`config.mk`:
```
export PLATFORM = sky130hd
export DESIGN_NAME = uart_rx_fsm
export DESIGN_NICKNAME = d
export VERILOG_FILES = /design/src/rtl/uart_rx_fsm.sv
export SDC_FILE = /design/constraint.sdc
export NUM_CORES = 1
export LEC_CHECK = 0
export ABC_AREA = 1
export CORE_MARGIN = 3
export CORE_UTILIZATION = 50
export DETAILED_ROUTE_END_ITERATION = 16
export GPL_TIMING_DRIVEN = 0
export PLACE_DENSITY = 0.78
export SYNTH_ARGS = -nofsm -noshare
export SYNTH_HDL_FRONTEND = slang
export SYNTH_SLANG_ARGS = --single-unit
```
`constraint.sdc`:
```
create_clock -name clk -period 1.6 [get_ports clk]
set_input_delay 0.32 -clock clk [delete_from_list [all_inputs] [get_ports clk]]
set_output_delay 0.32 -clock clk [all_outputs]
set_load 0.05 [all_outputs]
```
`src/rtl/uart_rx_fsm.sv`:
```
// uart_rx_fsm: UART receiver for 8-bit frames with a start bit, a parity bit and
// one stop bit. The line is sampled at mid-bit. Each byte is delivered with a
// one-cycle rx_valid strobe, together with parity and framing error flags.
module uart_rx_fsm #(
    parameter int unsigned CLKS_PER_BIT = 1667,
    parameter bit          PARITY_ODD   = 1'b0
) (
    input  logic       clk,
    input  logic       rst,
    input  logic       rx_in,
    output logic [7:0] rx_data,
    output logic       rx_valid,
    output logic       parity_err,
    output logic       frame_err,
    output logic       busy
);

    localparam logic [12:0] HALF_M1 = 13'(CLKS_PER_BIT / 2 - 1);
    localparam logic [12:0] BIT_M1  = 13'(CLKS_PER_BIT - 1);

    typedef enum logic [2:0] {
        S_IDLE,
        S_START,
        S_DATA,
        S_PARITY,
        S_STOP,
        S_BREAK
    } state_t;

    state_t      state_q;
    logic        sync1_q;
    logic        rx_s_q;
    logic [12:0] cnt_q;
    logic [2:0]  idx_q;
    logic [7:0]  shift_q;
    logic        par_mis_q;
    logic [7:0]  rx_data_q;
    logic        rx_valid_q;
    logic        parity_err_q;
    logic        frame_err_q;
    logic        busy_q;

    // Two-flop synchroniser; idles high so reset never looks like a start bit
    always_ff @(posedge clk or negedge rst) begin
        if (!rst) begin
            sync1_q <= 1'b1;
            rx_s_q  <= 1'b1;
        end else begin
            sync1_q <= rx_in;
            rx_s_q  <= sync1_q;
        end
    end

    // Receive FSM with bit timing, shift register and registered outputs
    always_ff @(posedge clk or negedge rst) begin
        if (!rst) begin
            state_q      <= S_IDLE;
            cnt_q        <= '0;
            idx_q        <= '0;
            shift_q      <= '0;
            par_mis_q    <= 1'b0;
            rx_data_q    <= '0;
            rx_valid_q   <= 1'b0;
            parity_err_q <= 1'b0;
            frame_err_q  <= 1'b0;
            busy_q       <= 1'b0;
        end else begin
            rx_valid_q <= 1'b0;
            cnt_q      <= cnt_q + 13'd1;
            case (state_q)
                S_IDLE: begin
                    cnt_q <= '0;
                    if (!rx_s_q) begin
                        state_q <= S_START;
                        busy_q  <= 1'b1;
                    end
                end
                S_START: begin
                    if (cnt_q == HALF_M1) begin
                        cnt_q <= '0;
                        if (rx_s_q) begin
                            // line went back high before mid-start: glitch
                            state_q <= S_IDLE;
                            busy_q  <= 1'b0;
                        end else begin
                            state_q <= S_DATA;
                            idx_q   <= '0;
                        end
                    end
                end
                S_DATA: begin
                    if (cnt_q == BIT_M1) begin
                        cnt_q          <= '0;
                        shift_q[idx_q] <= rx_s_q;
                        if (idx_q == 3'd7) begin
                            state_q <= S_PARITY;
                        end else begin
                            idx_q <= idx_q + 3'd1;
                        end
                    end
                end
                S_PARITY: begin
                    if (cnt_q == BIT_M1) begin
                        cnt_q     <= '0;
                        par_mis_q <= (^shift_q) ^ rx_s_q ^ PARITY_ODD;
                        state_q   <= S_STOP;
                    end
                end
                S_STOP: begin
                    if (cnt_q == BIT_M1) begin
                        cnt_q        <= '0;
                        rx_data_q    <= shift_q;
                        parity_err_q <= par_mis_q;
                        frame_err_q  <= ~rx_s_q;
                        rx_valid_q   <= 1'b1;
                        if (rx_s_q) begin
                            state_q <= S_IDLE;
                            busy_q  <= 1'b0;
                        end else begin
                            state_q <= S_BREAK;
                        end
                    end
                end
                S_BREAK: begin
                    // hold off until the line is released so a break cannot retrigger
                    cnt_q <= '0;
                    if (rx_s_q) begin
                        state_q <= S_IDLE;
                        busy_q  <= 1'b0;
                    end
                end
                default: begin
                    cnt_q   <= '0;
                    state_q <= S_IDLE;
                    busy_q  <= 1'b0;
                end
            endcase
        end
    end

    assign rx_data    = rx_data_q;
    assign rx_valid   = rx_valid_q;
    assign parity_err = parity_err_q;
    assign frame_err  = frame_err_q;
    assign busy       = busy_q;

endmodule

```
==> impl_metrics.ini <==
[finish]
seqCellArea_um2 = 1060
diodes = 0
fill_cells = 368
final_layout_size_suffix_gt1_share_pct = 24.2
final_common_cell = nand2_1
most-common-layout-cells = 74 x nand2_1, 38 x inv_1, 38 x dfrtp_1, 28 x nand3_1, 25 x nor2_1
final_cell_area_um2 = 3050
multiInputGateArea_um2 = 1340
final_util_pct = 67.2
finalNetCount = 354
syn_to_final_growth_pct = 25.4

[global_routing]
grt_remaining_overflow = 0
grt_max_degree = 24
track_usage_pct = 20.6
grt_pass1_vias = 1951
grt_first_pass_wirelength_um = 8850
antenna_found_initial = 0

[sta]
worst_slack_ns = -0.0210
finalHoldWorstSlack_ns = 0.357
slew_headroom_pct = 66.4
setup_viol = 8
fmax_mhz = 617
slew_violations = 0
fin_crit_sh_pct = 101
skew_ns = 0.00960
period_minus_slack_ns = 1.62
tightestPinTransition_ns = 0.504
rsz0062_at_grt = yes
hold_viol = 0

[logic_synthesis]
yosys_warnings = 0
synth_edf_count = 0
yosys.area.top_type = dfrtp_1
syn_nets = 320
syn_area_per_cell_um2 = 7.79
ys_ff_latch = 42
syn_area_um2 = 2430
yosysUniqueCellTypes = 34
synth_async_sr_flop_share_pct = 100
synth_top_area_share_pct = 41.2
syn_inst = 312
yosys-top-cells-area = dfrtp_1 41%, nand2_1 13%, inv_1 6.2%, nand3_1 6.0%, nor2_1 4.5%
yosys_most_used_dff = dfrtp_1
seq_area_frac_synth_pct = 43.3

[floorplan]
start_util_pct = 53.6
dieArea_um2 = 5740
num_rows = 24
core-area_um2 = 4530
die_y_um = 75.7
ioPinCount = 15
fp.dieW_um = 75.7

[cts]
cts_root_buffer = clkbuf_8
clockBufferDepth = 2
tritoncts = done
cts.htree.levels = 2
cts_sinks = 42
clk_pin_slew_ns = 0.09
cts_buffers = 5
clkLatencyLatePin_ns = 0.30

[run]
drv_cap = 0

[worst_setup_path]
crit_fanout = 5
start_kind = flop
worstPathArrival_ns = 1.82
path_cells = inv_2 > ha_4 > inv_2 > nor2_4 > nand4_1 > nor2_4 > nand2_4 > buf_8 > nand2_4 > o31ai_2
cpPeakStageDelay_ns = 0.41
cp_top_family = simple AND/OR/NAND/NOR gates
worst-path-buf-inv = 3
required_ns = 1.80
cp-end-kind = flop
critical_path_class = flop to flop
crit_path_top_delay_cell = dfrtp_1

[place]
dp_hpwl_um = 3550
place_ws_ns = -0.215
dpl-instance-area_um2 = 2690
gp_congestion = 0.857
io_buffers = 14

[drt]
wire_per_inst_um = 12.8
dr.pass1.iters = 4
drc_errors = 0
viasPerCell = 5.10
drtAntennaViolNets = 0
drt-initial-drc-count = 106
vias = 2100
drt-total-wl_um = 5250

[worst_hold_path]
min-delay-path-class = flop to flop

[power_and_ir_drop]
p_leak_uw = 0.00153
peakVddDrop_uv = 527
powerDensity_nw_per_um2 = 645

[status]
violations = setup timing
run_status = finished with violations
[final timing paths]
check	start	end	slack (ns)	depth (start not counted)
worst min-delay path	sync1_q	rx_s_q	0.36	0
worst max register to register	cnt_q[0]	frame_err	-0.02	10
worst min register to register	sync1_q	rx_s_q	0.36	0
worst max-delay path	cnt_q[0]	frame_err	-0.02	10
min in group asynchronous	rst	cnt_q[9]	0.51	2
max in group asynchronous	rst	shift_q[2]	0.60	3
[final cells by class]
class                           instances  share of cell area, %
Buffer                                  2                  0.739
Multi-Input combinational cell        224                   43.9
Clock buffer                            5                   2.26
Tap cell                               65                   2.67
Inverter                               44                   5.58
Timing Repair Buffer                   27                   8.91
Clock inverter                          3                   1.31
Sequential cell                        42                   34.6
[sequential cells by signal, indices dropped and copies added, names as in the netlist]
register,cells
cnt_q,13
rx_data,8
shift_q,8
idx_q,3
state_q,3
busy,1
frame_err,1
par_mis_q,1
parity_err,1
rx_s_q,1
rx_valid,1
sync1_q,1
[power by group]
part           internal [uW]  switching [uW]  total [uW]
Combinational           17.1            35.2        52.2
Clock                    460             387         847
Sequential              1060           0.545        1070
Total                   1540             423        1960
[routing by layer]
layer  GRT usage (%)  vias to the layer above  share of wire [%]
li1                -                     1071                  -
met1            28.5                      975                 47
met2            32.3                       49                 47
met3            4.35                        5                3.9
met4            6.80                        0                1.2
met5               0                        -                  0
[metrics by stage]
step	cells	total power [uW]	TNS, ns
floorplan	312	1100	0
global placement	391	1130	-37.95
detailed placement	392	1140	-2.89
CTS	410	1980	-0.0301
global route	412	2030	-1.90
finish	412	1960	-0.0675
[cells by family after synthesis]
kind of cell | synth area share, %
compound gates | 8.49
xor+xnor | 2.16
fa+ha+maj | 2.57
buf+inv | 7.57
flops | 43.3
simple gates | 35.9
[cell usage after synthesis (all sizes together) (5+ instances only)]
master / count
a21oi: 9
xor2: 5
nand4: 9
nor2: 36
dfrtp: 40
ha: 5
nand2: 93
inv: 42
nor3: 9
nand3: 31
o21ai: 19
[repair_timing]
item | CTS | global route
endpoints found under the setup margin | 39 | 29
cloned | 1 | 0
hold endpoints to repair | 17 | 0
pin swaps | 9 | 10
hold buffers | 1 | 0
resized for setup | 26 | 33
buffers inserted | 8 | 2
Power figures use the tool's default switching activity.
